[config.mk]
export PLATFORM = sky130hd
export DESIGN_NAME = mips_run_monitor
export DESIGN_NICKNAME = d
export VERILOG_FILES = /design/src/rtl/mips_tb_pkg.sv /design/src/rtl/sat_counter32.sv /design/src/rtl/mips_run_monitor.sv
export SDC_FILE = /design/constraint.sdc
export NUM_CORES = 1
export LEC_CHECK = 0
export CAP_MARGIN = 10
export CORE_MARGIN = 10
export CORE_UTILIZATION = 45
export DETAILED_ROUTE_END_ITERATION = 12
export PLACE_DENSITY_LB_ADDON = 0.25
export SKIP_CTS_REPAIR_TIMING = 1
export SLEW_MARGIN = 30
export SYNTH_ARGS = -nofsm -noshare
export SYNTH_HDL_FRONTEND = slang
export SYNTH_SLANG_ARGS = --single-unit
[constraint.sdc]
create_clock -name clk -period 3.2 [get_ports clk]
set_input_delay 0.8 -clock clk [delete_from_list [all_inputs] [get_ports clk]]
set_output_delay 0.8 -clock clk [all_outputs]
set_load 0.05 [all_outputs]
[src/rtl/mips_tb_pkg.sv]
// Shared types and constants for the MIPS run monitor.
//   mon_state_t  : monitor FSM states
//   run_status_t : verdict encoding driven on the monitor's status port
//   judge_v0     : PASS/FAIL decision for a clean halt
package mips_tb_pkg;

    typedef enum logic [1:0] {
        IDLE  = 2'd0,
        RUN   = 2'd1,
        DRAIN = 2'd2,
        DONE  = 2'd3
    } mon_state_t;

    typedef enum logic [1:0] {
        NONE    = 2'd0,
        PASS    = 2'd1,
        FAIL    = 2'd2,
        TIMEOUT = 2'd3
    } run_status_t;

    // A halt error (early active drop or stuck active) shares the FAIL code.
    localparam logic [1:0]  MON_HALT_ERR_CODE    = 2'd2;
    localparam logic [31:0] DEFAULT_RESET_VECTOR = 32'hBFC0_0000;
    localparam logic [31:0] COUNT_MAX            = 32'hFFFF_FFFF;

    // Clean-halt verdict: unchecked runs always pass.
    function automatic run_status_t judge_v0(input logic        check_en,
                                             input logic [31:0] v0,
                                             input logic [31:0] expected);
        return (!check_en || (v0 == expected)) ? PASS : FAIL;
    endfunction

endpackage

[src/rtl/sat_counter32.sv]
// 32-bit up counter that sticks at all-ones instead of wrapping.
//   clk, reset : clock, async active-low reset
//   en         : count one when high
//   clr        : synchronous clear, wins over en
//   count      : registered count value
module sat_counter32
    import mips_tb_pkg::*;
(
    input  logic        clk,
    input  logic        reset,
    input  logic        en,
    input  logic        clr,
    output logic [31:0] count
);

    always_ff @(posedge clk or negedge reset) begin
        if (!reset) begin
            count <= '0;
        end else if (clr) begin
            count <= '0;
        end else if (en && (count != COUNT_MAX)) begin
            count <= count + 32'd1;
        end
    end

endmodule

[src/rtl/mips_run_monitor.sv]
// Watches a MIPS CPU from its reset-vector fetch to halt and reports a
// sticky verdict.
//   clk, reset      : clock, async active-low reset
//   clk_enable      : CPU clock enable; monitor only advances when high
//   active          : CPU active flag
//   instr_address   : CPU fetch address
//   register_v0     : CPU $v0 debug value
//   expected_v0     : reference result, sampled at capture
//   check_en        : compare captured $v0 against expected_v0
//   done            : verdict valid (sticky until reset)
//   status          : run_status_t verdict
//   final_v0        : $v0 captured at end of run
//   cycle_count     : enabled cycles spent in RUN and DRAIN
//   fetch_count     : enabled RUN cycles with active high
module mips_run_monitor
    import mips_tb_pkg::*;
#(
    parameter logic [31:0] RESET_VECTOR   = DEFAULT_RESET_VECTOR,
    parameter logic [31:0] HALT_ADDR      = 32'h0000_0000,
    parameter int unsigned TIMEOUT_CYCLES = 10000,
    parameter int unsigned DRAIN_LIMIT    = 4
) (
    input  logic        clk,
    input  logic        reset,
    input  logic        clk_enable,
    input  logic        active,
    input  logic [31:0] instr_address,
    input  logic [31:0] register_v0,
    input  logic [31:0] expected_v0,
    input  logic        check_en,
    output logic        done,
    output run_status_t status,
    output logic [31:0] final_v0,
    output logic [31:0] cycle_count,
    output logic [31:0] fetch_count
);

    mon_state_t  state_q, state_d;
    logic        done_d;
    run_status_t status_d;
    logic [31:0] final_d;
    logic [31:0] drain_q, drain_d;

    logic start;
    logic halt_fetch;
    logic timeout_hit;
    logic drain_limit_hit;
    logic cyc_en;
    logic fetch_en;
    logic cnt_clr;

    // The start cycle is already counted as cycle 1 and fetch 1.
    assign start           = (state_q == IDLE) && active && (instr_address == RESET_VECTOR);
    assign halt_fetch      = (instr_address == HALT_ADDR);
    // Compare against the post-increment value, widened so all-ones cannot wrap.
    assign timeout_hit     = (33'(cycle_count) + 33'd1) >= 33'(TIMEOUT_CYCLES);
    assign drain_limit_hit = (33'(drain_q) + 33'd1) >= 33'(DRAIN_LIMIT);

    assign cyc_en   = clk_enable && (start || (state_q == RUN) || (state_q == DRAIN));
    assign fetch_en = clk_enable && (start || ((state_q == RUN) && active));
    // Counters are held at zero while waiting for a run to begin.
    assign cnt_clr  = clk_enable && (state_q == IDLE) && !start;

    sat_counter32 u_cycle_cnt (
        .clk   (clk),
        .reset (reset),
        .en    (cyc_en),
        .clr   (cnt_clr),
        .count (cycle_count)
    );

    sat_counter32 u_fetch_cnt (
        .clk   (clk),
        .reset (reset),
        .en    (fetch_en),
        .clr   (cnt_clr),
        .count (fetch_count)
    );

    // Next-state and verdict logic.
    always_comb begin
        state_d  = state_q;
        done_d   = done;
        status_d = status;
        final_d  = final_v0;
        drain_d  = drain_q;
        case (state_q)
            IDLE: begin
                if (start) begin
                    state_d = RUN;
                end
            end
            RUN: begin
                // Halt fetch outranks both early active drop and timeout.
                if (halt_fetch) begin
                    state_d = DRAIN;
                    drain_d = '0;
                end else if (!active) begin
                    state_d  = DONE;
                    done_d   = 1'b1;
                    status_d = run_status_t'(MON_HALT_ERR_CODE);
                    final_d  = register_v0;
                end else if (timeout_hit) begin
                    state_d  = DONE;
                    done_d   = 1'b1;
                    status_d = TIMEOUT;
                end
            end
            DRAIN: begin
                drain_d = drain_q + 32'd1;
                if (!active) begin
                    state_d  = DONE;
                    done_d   = 1'b1;
                    status_d = judge_v0(check_en, register_v0, expected_v0);
                    final_d  = register_v0;
                end else if (drain_limit_hit) begin
                    state_d  = DONE;
                    done_d   = 1'b1;
                    status_d = run_status_t'(MON_HALT_ERR_CODE);
                    final_d  = register_v0;
                end
            end
            DONE: begin
                state_d = DONE;
            end
            default: begin
                state_d = IDLE;
            end
        endcase
    end

    // State and output registers; clk_enable low freezes everything.
    always_ff @(posedge clk or negedge reset) begin
        if (!reset) begin
            state_q  <= IDLE;
            done     <= 1'b0;
            status   <= NONE;
            final_v0 <= '0;
            drain_q  <= '0;
        end else if (clk_enable) begin
            state_q  <= state_d;
            done     <= done_d;
            status   <= status_d;
            final_v0 <= final_d;
            drain_q  <= drain_d;
        end
    end

endmodule

**Yosys cells after proc, flatten, opt, wreduce, memory -nomap -nowiden**

Cells that the tools add are included.
Widths: inputs -> output; s select.

- Eq/ne operators: 14
- Multiplexer cells: 30
- Reductions and logical operators: 24
- Add/subtract/negate cells: 5
- $lt $le $gt $ge: 2

Operators by type and width:

| kind | number |
|---|---|
| $mux 32 | 9 |
| $pmux 32 s2 | 2 |
| $add 32x1->32 const B | 3 |
| $add 32x1->33 const B | 2 |
| $ne 32x32->1 const B | 2 |
| $ge 33x14->1 const B | 1 |
| $ge 33x3->1 const B | 1 |
| $eq 32x32->1 | 1 |
| $eq 32x32->1 const B | 1 |
| $logic_not 32->1 | 1 |
| $mux 2 | 11 |
| $reduce_and 5->1 | 2 |
| $logic_and 1x1->1 | 9 |
| $ne 2x2->1 const B | 4 |
| $pmux 2 s4 | 1 |
| $ne 3x3->1 const B | 2 |
| $reduce_bool 2->1 | 3 |
| $mux 1 | 5 |
| $eq 2x2->1 const B | 2 |
| $logic_or 1x1->1 | 4 |
| $ne 4x4->1 const B | 1 |
| $pmux 2 s2 | 1 |
| $reduce_and 4->1 | 1 |
| $reduce_and 3->1 | 1 |
| other kinds (4) | 5 |

- Register bits after elaboration: 133
- Output and inout port bits: 99
- Input port bits: 101
- Logic and storage cells: 82

**Depth between registers and ports, before layout**

Gate-level depths: netlist of run 1.

- Word-level depth: 9
- Depth in mapped cells: 13
- Mapped depth without buffers: 10

**Hierarchy**

A second synthesis of run 1 with hierarchy kept.

- Cell total of the unflattened synthesis: 897
- Area, all modules: 8416.8 µm²

Modules (own cells, without submodules):

| module | area each (µm²) | times used | cells each | seq. area each (µm²) |
|---|---|---|---|---|
| mips_run_monitor | 4708.3 | 1 | 501 | 1726.7 |
| sat_counter32 | 1854.3 | 2 | 198 | 800.8 |

**Least setup slack after synthesis of run 1**

OpenSTA, ideal clock, no wires.

- Kind: register to register
- Start: register u_cycle_cnt.count[8]
- End: register status[0]
- Required time: 3072 ps
- Data arrival time: 3291 ps
- Period minus slack after synthesis: 3419 ps
- Buffers on the path: 1
- Setup time: 128 ps
- Cell stages (with the launch flop): 11
- Slack: -219 ps
- Cell sequence: dfrtp_1 buf_2 nand4_2 nor4_4 nand3_1 xnor2_1 a2111oi_0 o2111ai_1 or4_4 nand3_2 mux2_1

- Cells in the longest elaborated chain, start to end: 4

Ends and longest elaborated chain:

| what | RTL line | text |
|---|---|---|
| start, declared | sat_counter32.sv:13 | `output logic [31:0] count` |
| start signal, assigned | sat_counter32.sv:22 | `count <= count + 32'd1;` |
| $add 32x1->33 | mips_run_monitor.sv:56 | `assign timeout_hit = (33'(cycle_count) + 33'd1) >= 33'(TIMEOUT_CYCLES);` |
| $ge 33x14->1 | mips_run_monitor.sv:56 |  |
| $ne 3x3->1 (no source line) | n/a |  |
| $reduce_and 5->1 (no source line) | n/a |  |
| end signal, assigned | mips_run_monitor.sv:143 | `status <= status_d;` |
| end, declared | mips_run_monitor.sv:32 | `output run_status_t status,` |

No other way between the ends.
A chain may end at the register's enable or synchronous reset.

**Final worst setup path of run 1**

- Start: register drain_q[1]
- End: register final_v0[26]

- Cells in the longest elaborated chain, start to end: 4

Ends and longest elaborated chain:

| what | RTL line | text |
|---|---|---|
| start, declared | mips_run_monitor.sv:42 | `logic [31:0] drain_q, drain_d;` |
| start signal, assigned | mips_run_monitor.sv:145 | `drain_q <= drain_d;` |
| $add 32x1->33 | mips_run_monitor.sv:57 | `assign drain_limit_hit = (33'(drain_q) + 33'd1) >= 33'(DRAIN_LIMIT);` |
| $ge 33x3->1 | mips_run_monitor.sv:57 |  |
| $ne 3x3->1 (no source line) | n/a |  |
| $reduce_and 5->1 (no source line) | n/a |  |
| end signal, assigned | mips_run_monitor.sv:144 | `final_v0 <= final_d;` |
| end, declared | mips_run_monitor.sv:33 | `output logic [31:0] final_v0,` |

No other way between the ends.

==> reports/results.tsv, run 1 <==
stage	metric	value	unit
run_status	run status	finished, final reports clean	
setup_path	WP buf/inv	2	
die	I/O pins	200	
timing	fin. max-slew vios	0	
finish	register area	3340	um^2
finish	# fillers	1433	
setup_path	Critical Path RT	3510	ps
setup_path	Crit Path Max Fanout	8	
grt	vias in the first global route	7855	
placement	placed insts	1383	
grt	aggregate global routing overflow	0	
clock_tree	CTS Sinks	133	
timing	final period utilization	97.4	%
power_and_ir_drop	VDD IR max	599	uV
finish	Area Growth Syn to Fin	44.9	%
drt	DR vias/cell	5.64	
setup_path	max incr delay on CP	590	ps
hold_path	hold crit path type	input port to async pin	
timing	post-route setup slack	82.6	ps
finish	layout cells sized above 1	17.7	%
die	DIE HEIGHT	155	um
die	Die Width	155	um
timing	final hold viol count	0	
synth	Mapped Cells	918	
timing	final setup violation count	0	
synth	Mapped Avg Cell Area	8.90	um^2
job	max_cap viols	0	
synth	Yosys reg bits	133	
timing	Tmin final	3120	ps
timing	post-route clock skew	11.6	ps
timing	Setup TNS	0	ps
synth	syn_nets	1023	
synth	Area contributors post-synth	dfrtp_1, xor2_1, o21ai_0, nand2_1, nor2_1	
synth	Syn Std Cell Area	8170	um^2
placement	Setup WS pre-CTS	-367	ps
synth	sequential area share after synthesis	40.7	%
grt	first-pass GRT wire length	41200	um
finish	Post-Layout Cell Count	1422	
setup_path	r2r setup slk	80	ps
clock_tree	CTS H-tree lvls	4	
finish	Nets	1285	
placement	input/output buffers	199	
finish	area of the multi-input gates	4740	um^2
synth	Synth area leader	dfrtp_1	
synth	FFs w/ async S/R, synth	100	%
die	die area	23900	um^2
placement	post-DP HPWL	18900	um
synth	number of synthesized flops with an enable pin	0	
setup_path	critical path class	flop to flop	
grt	Total Routing Usage GR	20.8	%
setup_path	CP Cell Sequence	ha_4 -> nand4_4 -> or4_4 -> nor3_4 -> mux2i_1 -> a21oi_2 -> nor4bb_4 -> buf_4 -> a31oi_4 -> nand2_4 -> clkbuf_16 -> mux2_2	
finish	n_diodes	0	
clock_tree	Clk Latency, worst-skew pair	430	ps
drt	DRC violation count after routing	0	
setup_path	critical path capture point type	flop	
synth	Yosys top cell area share	40.7	%
timing	Rel. slew slack	55.1	%
placement	dpl cell area	10900	um^2
synth	Ys Warns	0	
die	Initial Utilization	45.6	%
clock_tree	Root Buffer	clkbuf_16	
setup_path	CP arrival	3430	ps
placement	RePlAce Congestion	0.951	
timing	fmax	0.321	GHz
die	Core ar.	17900	um^2
clock_tree	number of CTS-inserted buffers	17	
drt	initial DRC count	518	
drt	via count	8025	
power_and_ir_drop	P per Cell Area	532	nW/um^2
timing	RSZ-0062 raised after global routing	true	
timing	worst slew pin tran	673	ps
clock_tree	CTS tree	yes	
clock_tree	clock tree buffer depth	2	
finish	final non-filler cell area	11800	um^2
setup_path	Worst path slowest cell	or4_4	
timing	WHS	376	ps
synth	post-synthesis cell type count	66	
power_and_ir_drop	Leakage	5.01	nW
synth	commonest register cell after synthesis	dfrtp_1	
setup_path	Worst path top cell family by delay	simple AND/OR/NAND/NOR gates	
drt	aggregate routed wire length	25900	um
grt	largest net degree at the start of global routing	72	
drt	post-route ant nets	0	
clock_tree	Worst-path clk slew	70	ps
drt	per-cell routed wire length	18.2	um
grt	initial antenna violation count	0	
drt	drt pass-1 iters	5	
die	Std-Cell Rows	49	
setup_path	Critical Path Source Type	flop	
## per-stage QoR
stage          power [mW]  util (%)
4_1_cts              6.29      64.6
6_report             6.30      66.1
3_3_place_gp         4.11      61.1
2_1_floorplan        3.27         -
3_5_place_dp         4.14      61.1
5_1_grt              6.52      66.1
## cell families after synthesis
group                    share of synthesized area, %
AND/OR/NAND/NOR                                  26.8
multiplexers                                     5.44
XOR/XNOR                                         8.47
flip-flops                                       40.7
adder cells (fa/ha/maj)                         0.612
buffers and inverters                            3.57
AO/OA/AOI/OAI                                    14.3
## layer usage
metal | routed length (um) | share of wire [%] | track usage (%) | up-vias
met3 | 1750 | 6.7 | 5.10 | 30
met5 | 0 | 0 | 0 | -
met1 | 11300 | 43 | 26.3 | 3836
li1 | - | - | - | 3873
met2 | 12400 | 48 | 33.7 | 286
met4 | 497 | 1.9 | 7.42 | 0
## final timing paths
check / cells past startpoint / from / endpoint
max: 12 / drain_q[1]$_DFFE_PN0P_ / final_v0[26]$_DFFE_PN0P_
min: 1 / reset / drain_q[0]$_DFFE_PN0P_
max reg2reg: 12 / drain_q[1]$_DFFE_PN0P_ / final_v0[26]$_DFFE_PN0P_
min reg2reg: 1 / final_v0[9]$_DFFE_PN0P_ / final_v0[9]$_DFFE_PN0P_
max in group asynchronous: 2 / reset / final_v0[14]$_DFFE_PN0P_
min in group clk: 1 / final_v0[9]$_DFFE_PN0P_ / final_v0[9]$_DFFE_PN0P_
## power breakdown
| group | leakage [nW] | total, mW | switching, mW | internal (mW) |
|---|---|---|---|---|
| logic | 2.96 | 2.06 | 1.28 | 0.778 |
| clock network | 0.307 | 2.14 | 0.819 | 1.32 |
| registers | 1.75 | 2.10 | 0.157 | 1.94 |
## synth_stat cells (4+ instances only)
cell type,count
o31ai_1,22
xnor2_1,19
nand3_2,5
mux2_2,19
and2_1,12
o41ai_1,8
xor2_1,60
nand2_1,104
nor2b_1,6
buf_4,6
nand2b_1,5
clkbuf_1,24
ha_1,4
inv_1,8
a211oi_1,4
o21a_1,7
nand3_1,42
nand4_1,32
a21oi_1,25
nor4_1,22
nor3_1,24
or3_1,5
or4_1,4
nor2_1,83
mux2i_1,5
dfrtp_1,133
o21ai_0,97
and4_1,14
buf_2,19
and3_1,23
a31oi_1,10
mux2_1,16
## cell type report
class                   instances  area share [%]
clock buffers                  17            3.59
clock inverters                15            1.83
inverters                       9           0.285
multi-input cells             724            40.0
flip-flops and latches        133            28.2
well taps                     229            2.42
repair buffers                295            23.6
## sequential cells by signal, summed over array words and instances, names as in the netlist
register	count
u_cycle_cnt.count	32
u_fetch_cnt.count	32
done	1
drain_q	32
final_v0	32
state_q	2
status	2
## cells in the final DEF (no fill, tap or decap), drive strengths merged, types with 6 or more instances in the layout
cell type and count:
dfrtp 133, or4 6, nand4 37, nor2b 6
buf 95, and2 12, a31oi 11, clkdlybuf4s50 198
and3 23, o31ai 22, nor2 83, mux2 35
inv 15, and4 14, nand2 105, nand3 47
a21oi 25, o41ai 8, xor2 60, clkbuf 19
o21a 7, o21ai 98, nor3 26, nor4 26
xnor2 19
Note: power is estimated with default switching activity, not from simulation.
==> inputs of run 2 (changes only) <==
--- a/config.mk
+++ b/config.mk
@@ -5,9 +5,9 @@
 export SDC_FILE = /design/constraint.sdc
 export NUM_CORES = 1
 export LEC_CHECK = 0
-export CAP_MARGIN = 10
+export CAP_MARGIN = 40
 export CORE_MARGIN = 10
-export CORE_UTILIZATION = 45
+export CORE_UTILIZATION = 40
 export DETAILED_ROUTE_END_ITERATION = 12
 export PLACE_DENSITY_LB_ADDON = 0.25
 export SKIP_CTS_REPAIR_TIMING = 1
==> reports/results.tsv, run 2 (same netlist as run 1, synthesis figures left out) <==
stage	metric	value	unit	change
run_status	run status	finished, final reports clean		unchanged
timing	worst slew pin tran	651	ps	was 673 ps
setup_path	Worst path slowest cell	or4_4		unchanged
power_and_ir_drop	Logic pwr share	33.2	%	was 32.7%
timing	Rel. slew slack	56.5	%	was 55.1%
setup_path	CP arrival	3360	ps	was 3430 ps
timing	final setup violation count	0		unchanged
die	die area	26500	um^2	was 23900 um^2
grt	first-pass GRT wire length	41300	um	was 41200 um
timing	fmax	0.326	GHz	was 0.321 GHz
finish	# fillers	1770		was 1433
drt	initial DRC count	619		was 518
finish	Area Growth Syn to Fin	44.7	%	was 44.9%
grt	aggregate global routing overflow	0		unchanged
power_and_ir_drop	Clock power frac	32.9	%	was 34.0%
die	Core ar.	20200	um^2	was 17900 um^2
setup_path	Critical Path RT	3490	ps	was 3510 ps
timing	post-route setup slack	130	ps	was 82.6 ps
die	DIE HEIGHT	163	um	was 155 um
finish	Nets	1292		was 1285
drt	aggregate routed wire length	26200	um	was 25900 um
finish	commonest non-fill, non-tap cell in the layout	clkdlybuf4s50_1		unchanged
job	max_cap viols	0		unchanged
setup_path	max incr delay on CP	600	ps	was 590 ps
placement	post-DP HPWL	19400	um	was 18900 um
drt	via count	8028		was 8025
clock_tree	Root Buffer	clkbuf_16		unchanged
hold_path	hold crit path type	input port to async pin		unchanged
timing	final period utilization	95.9	%	was 97.4%
clock_tree	Worst-path clk slew	70	ps	about the same
placement	placed insts	1434		was 1383
finish	n_diodes	0		unchanged
drt	DR vias/cell	5.46		was 5.64
power_and_ir_drop	Leakage	4.97	nW	was 5.01 nW
power_and_ir_drop	VDD IR max	360	uV	was 599 uV
power_and_ir_drop	net switching power	2.15	mW	was 2.25 mW
placement	RePlAce Congestion	0.932		was 0.951
setup_path	CP Cell Sequence	nand4_2 -> nor4_4 -> buf_4 -> nand3_2 -> or4_1 -> a21oi_1 -> nand3_1 -> or4_4 -> nand3_2 -> mux2_1		was ha_4 -> nand4_4 -> or4_4 -> nor3_4 -> mux2i_1 -> a21oi_2 -> nor4bb_4 -> buf_4 -> a31oi_4 -> nand2_4 -> clkbuf_16 -> mux2_2
setup_path	critical path capture point type	flop		unchanged
drt	per-cell routed wire length	17.8	um	was 18.2 um
timing	Tmin final	3070	ps	was 3120 ps
die	Std-Cell Rows	52		was 49
finish	layout cells sized above 1	17.8	%	was 17.7%
placement	dpl cell area	11100	um^2	was 10900 um^2
timing	fin. max-slew vios	0		unchanged
finish	area of the multi-input gates	4670	um^2	was 4740 um^2
power_and_ir_drop	Sw Share	35.2	%	was 35.8%
placement	input/output buffers	199		unchanged
timing	post-route clock skew	12.0	ps	was 11.6 ps
die	Initial Utilization	40.5	%	was 45.6%
timing	RSZ-0062 raised after global routing	true		unchanged
drt	drt pass-1 iters	5		unchanged
finish	register area	3340	um^2	about the same
grt	largest net degree at the start of global routing	59		was 72
power_and_ir_drop	Reg power frac	34.0	%	was 33.3%
setup_path	critical path class	flop to flop		unchanged
clock_tree	CTS H-tree lvls	4		unchanged
clock_tree	number of CTS-inserted buffers	17		unchanged
grt	initial antenna violation count	0		unchanged
grt	Total Routing Usage GR	18.9	%	was 20.8%
placement	Setup WS pre-CTS	-379	ps	was -367 ps
power_and_ir_drop	P per Cell Area	517	nW/um^2	was 532 nW/um^2
setup_path	Critical Path Source Type	flop		unchanged
finish	most frequent cells in the layout	clkdlybuf4s50_1, dfrtp_1, nand2_1		unchanged
clock_tree	CTS Sinks	133		unchanged
die	I/O pins	200		unchanged
grt	vias in the first global route	7658		was 7855
drt	DRC violation count after routing	0		unchanged
setup_path	Crit Path Max Fanout	7		was 8
clock_tree	Clk Latency, worst-skew pair	420	ps	was 430 ps
power_and_ir_drop	P_int	3.96	mW	was 4.04 mW
timing	final hold viol count	0		unchanged
die	Die Width	163	um	was 155 um
setup_path	Crit path top cell by count	nand3_2		
finish	final non-filler cell area	11800	um^2	about the same
setup_path	r2r setup slk	130	ps	was 80 ps
clock_tree	CTS tree	yes		unchanged
clock_tree	clock tree buffer depth	2		unchanged
finish	Post-Layout Cell Count	1469		was 1422
drt	post-route ant nets	0		unchanged
-- run 2: power by group through the flow --
| stage | combinational [mW] | clock (mW) | sequential (mW) |
|---|---|---|---|
| 2_1_floorplan | 0.307 | 0 | 2.97 |
| 3_3_place_gp | 2.03 | 0 | 2.09 |
| 3_5_place_dp | 2.05 | 0 | 2.11 |
| 4_1_cts | 2.05 | 2.05 | 2.08 |
| 5_1_grt | 2.12 | 2.13 | 2.11 |
| 6_report | 2.03 | 2.01 | 2.08 |
-- run 2: layout make-up --
cell class | count | share of cell area, %
multi-input combinational | 724 | 39.5
sequential | 133 | 28.3
timing repair buffer | 302 | 23.9
clock buffer | 19 | 3.83
tap | 270 | 2.86
clock inverter | 12 | 1.30
inverter | 9 | 0.286
-- run 2: worst paths after layout --
kind / cells after the start / from / end
min in group clk: 1 / final_v0[29]$_DFFE_PN0P_ / final_v0[29]$_DFFE_PN0P_
hold reg to reg: 1 / final_v0[29]$_DFFE_PN0P_ / final_v0[29]$_DFFE_PN0P_
setup / recovery: 10 / u_cycle_cnt.count[10]$_DFFE_PN0P_ / status[1]$_DFFE_PN0P_
setup reg to reg: 10 / u_cycle_cnt.count[10]$_DFFE_PN0P_ / status[1]$_DFFE_PN0P_
max in group asynchronous: 2 / reset / final_v0[11]$_DFFE_PN0P_
hold / removal: 1 / reset / drain_q[2]$_DFFE_PN0P_
-- run 2: per-layer routing --
layer	global-route usage, %	routed length, um	vias up
li1	-	-	3882
met4	6.52	524	0
met5	0	0	-
met2	30.0	12400	268
met3	4.83	1820	30
met1	24.5	11500	3848
-- run 2: worst max-delay path, delay by kind of cell (launching register included) --
| family | cells | cell delay, ps |
|---|---|---|
| simple gates | 7 | 1860 |
| flops | 1 | 420 |
| mux | 1 | 330 |
| buf+inv | 1 | 190 |
| compound gates | 1 | 150 |
-- run 2: per-stage QoR --
| step | power [mW] | hold slack (ps) | utilization (%) | setup TNS [ps] |
|---|---|---|---|---|
| CTS | 6.18 | 356 | 57.8 | 0 |
| detailed placement | 4.16 | 481 | 54.8 | -17350 |
| global route | 6.36 | 379 | 58.6 | -1580 |
| global placement | 4.13 | 474 | 54.8 | -15900 |
| floorplan | 3.27 | 483 | - | 0 |
| finish | 6.11 | 327 | 58.6 | 0 |
==> inputs of run 3 (changes only) <==
--- a/config.mk
+++ b/config.mk
@@ -6,9 +6,10 @@
 export NUM_CORES = 1
 export LEC_CHECK = 0
 export CAP_MARGIN = 40
-export CORE_MARGIN = 10
+export CORE_MARGIN = 1.5
 export CORE_UTILIZATION = 40
 export DETAILED_ROUTE_END_ITERATION = 12
+export MAX_ROUTING_LAYER = met4
 export PLACE_DENSITY_LB_ADDON = 0.25
 export SKIP_CTS_REPAIR_TIMING = 1
 export SLEW_MARGIN = 30
==> constraint.sdc (replaced) <==
create_clock -name clk -period 3.2 [get_ports clk]
set_input_delay 0.8 -clock clk [delete_from_list [all_inputs] [get_ports clk]]
set_output_delay 0.8 -clock clk [all_outputs]
set_load 0.005 [all_outputs]
==> reports/results.tsv, run 3 (same netlist as run 1, synthesis figures left out) <==
stage	metric	value	unit	change
finish	most frequent cells in the layout	clkdlybuf4s50_1, dfrtp_1, nand2_1		unchanged
clock_tree	clock tree buffer depth	2		unchanged
clock_tree	Root Buffer	clkbuf_16		unchanged
setup_path	critical path class	flop to flop		unchanged
drt	via count	8067		was 8028
setup_path	Critical Path RT	3500	ps	was 3490 ps
timing	Setup TNS	0	ps	unchanged
finish	Nets	1292		unchanged
placement	post-DP HPWL	17800	um	was 19400 um
die	Std-Cell Rows	52		unchanged
job	max_cap viols	0		unchanged
die	Die Width	146	um	was 163 um
grt	largest net degree at the start of global routing	64		was 59
power_and_ir_drop	Sw Share	25.4	%	was 35.2%
power_and_ir_drop	Clock power frac	38.6	%	was 32.9%
clock_tree	number of CTS-inserted buffers	17		unchanged
finish	# fillers	1737		was 1770
timing	post-route clock skew	11.0	ps	was 12.0 ps
drt	aggregate routed wire length	24500	um	was 26200 um
timing	Rel. slew slack	60.1	%	was 56.5%
finish	area of the multi-input gates	4700	um^2	was 4670 um^2
power_and_ir_drop	Reg power frac	39.5	%	was 34.0%
finish	register area	3330	um^2	was 3340 um^2
timing	worst slew pin tran	599	ps	was 651 ps
setup_path	Crit Path Max Fanout	8		was 7
die	I/O pins	200		unchanged
power_and_ir_drop	Logic pwr share	21.9	%	was 33.2%
run_status	run status	finished, final reports clean		unchanged
grt	first-pass GRT wire length	39200	um	was 41300 um
placement	input/output buffers	199		unchanged
die	Initial Utilization	40.6	%	was 40.5%
grt	initial antenna violation count	0		unchanged
grt	aggregate global routing overflow	0		unchanged
drt	drt pass-1 iters	6		was 5
die	Core ar.	20100	um^2	was 20200 um^2
timing	final hold viol count	0		unchanged
clock_tree	Clk Latency, worst-skew pair	420	ps	about the same
drt	post-route ant nets	0		unchanged
die	die area	21300	um^2	was 26500 um^2
timing	final setup violation count	0		unchanged
power_and_ir_drop	Tot Pwr	5.27	mW	was 6.11 mW
finish	Area Growth Syn to Fin	45.2	%	was 44.7%
hold_path	hold crit path type	input port to async pin		unchanged
clock_tree	CTS tree	yes		unchanged
die	DIE HEIGHT	146	um	was 163 um
setup_path	Critical Path Source Type	flop		unchanged
drt	DRC violation count after routing	0		unchanged
clock_tree	Worst-path clk slew	60	ps	was 70 ps
drt	per-cell routed wire length	16.7	um	was 17.8 um
grt	vias in the first global route	7485		was 7658
finish	n_diodes	0		unchanged
clock_tree	CTS H-tree lvls	4		unchanged
power_and_ir_drop	VDD IR max	378	uV	was 360 uV
clock_tree	CTS Sinks	133		unchanged
drt	initial DRC count	674		was 619
power_and_ir_drop	P per Cell Area	444	nW/um^2	was 517 nW/um^2
setup_path	CP arrival	3400	ps	was 3360 ps
timing	final period utilization	96.7	%	was 95.9%
power_and_ir_drop	net switching power	1.34	mW	was 2.15 mW
drt	DR vias/cell	5.49		was 5.46
power_and_ir_drop	Leakage	5.00	nW	was 4.97 nW
finish	commonest non-fill, non-tap cell in the layout	clkdlybuf4s50_1		unchanged
timing	Tmin final	3100	ps	was 3070 ps
setup_path	critical path capture point type	flop		unchanged
placement	RePlAce Congestion	0.906		was 0.932
timing	fmax	0.323	GHz	was 0.326 GHz
timing	fin. max-slew vios	0		unchanged
placement	Setup WS pre-CTS	-404	ps	was -379 ps
power_and_ir_drop	P_int	3.93	mW	was 3.96 mW
grt	Total Routing Usage GR	23.5	%	was 18.9%
timing	post-route setup slack	104	ps	was 130 ps
finish	layout cells sized above 1	17.0	%	was 17.8%
-- run 3: cell types whose count changed in the layout (fill, tap and decap cells not counted), moves of 3 or more --
cell	change
o21ai_0	+3
dfrtp_1	+11
clkinv_2	-3
dfrtp_2	-11
and4_1	-3
clkinvlp_4	+5
o21ai_1	-3
-- run 3: area by class of cell --
| type | count | share of cell area (%) |
|---|---|---|
| multi-input combinational | 724 | 39.6 |
| sequential | 133 | 28.1 |
| timing repair buffer | 302 | 24.1 |
| clock buffer | 18 | 3.62 |
| tap | 270 | 2.85 |
| clock inverter | 14 | 1.49 |
| inverter | 9 | 0.285 |
-- run 3: path summary, 6_finish.rpt --
path | start | end | slack (ps) | depth (start not counted)
min in group clk | final_v0[7]$_DFFE_PN0P_ | final_v0[7]$_DFFE_PN0P_ | 490 | 1
setup / recovery | drain_q[0]$_DFFE_PN0P_ | final_v0[24]$_DFFE_PN0P_ | 100 | 13
setup reg to reg | drain_q[0]$_DFFE_PN0P_ | final_v0[24]$_DFFE_PN0P_ | 100 | 13
hold reg to reg | final_v0[7]$_DFFE_PN0P_ | final_v0[7]$_DFFE_PN0P_ | 490 | 1
hold / removal | reset | final_v0[13]$_DFFE_PN0P_ | 360 | 1
max in group asynchronous | reset | drain_q[12]$_DFFE_PN0P_ | 2170 | 2
-- run 3: worst max-delay path, cell delays in order (launching register included) --
cell and delay (ps):
dfrtp_1 390, ha_4 170, buf_4 140, and4_4 240
nand3_2 120, buf_4 180, nor3_1 290, xor2_1 110
a211oi_1 240, and4_1 290, a31oi_4 130, nand2_4 160
clkbuf_16 190, mux2_2 330
-- run 3: power by group through the flow --
stage          clock network, mW  logic [mW]  registers (mW)
3_5_place_dp                   0        1.17            2.10
4_1_cts                     2.07        1.17            2.07
3_3_place_gp                   0        1.15            2.09
5_1_grt                     2.14        1.25            2.12
6_report                    2.03        1.16            2.08
2_1_floorplan                  0       0.309            2.13
-- run 3: per-layer routing --
layer	track usage [%]	up-vias	part of all wire (%)
li1	-	3902	-
met1	30.7	3854	44
met2	37.8	280	48
met3	3.92	31	5.7
met4	6.73	0	1.4
met5	-	-	0
-- run 3: per-stage QoR --
step | cell area (um^2) | hold slack, ps | util (%) | cells
after floorplan | 8180 | 459 | - | 918
after global placement | 11100 | 472 | 55.0 | 1434
after detailed placement | 11100 | 480 | 55.0 | 1434
after CTS | 11700 | 380 | 58.0 | 1466
after global routing | 11900 | 412 | 59.0 | 1470
final | 11900 | 356 | 59.0 | 1470
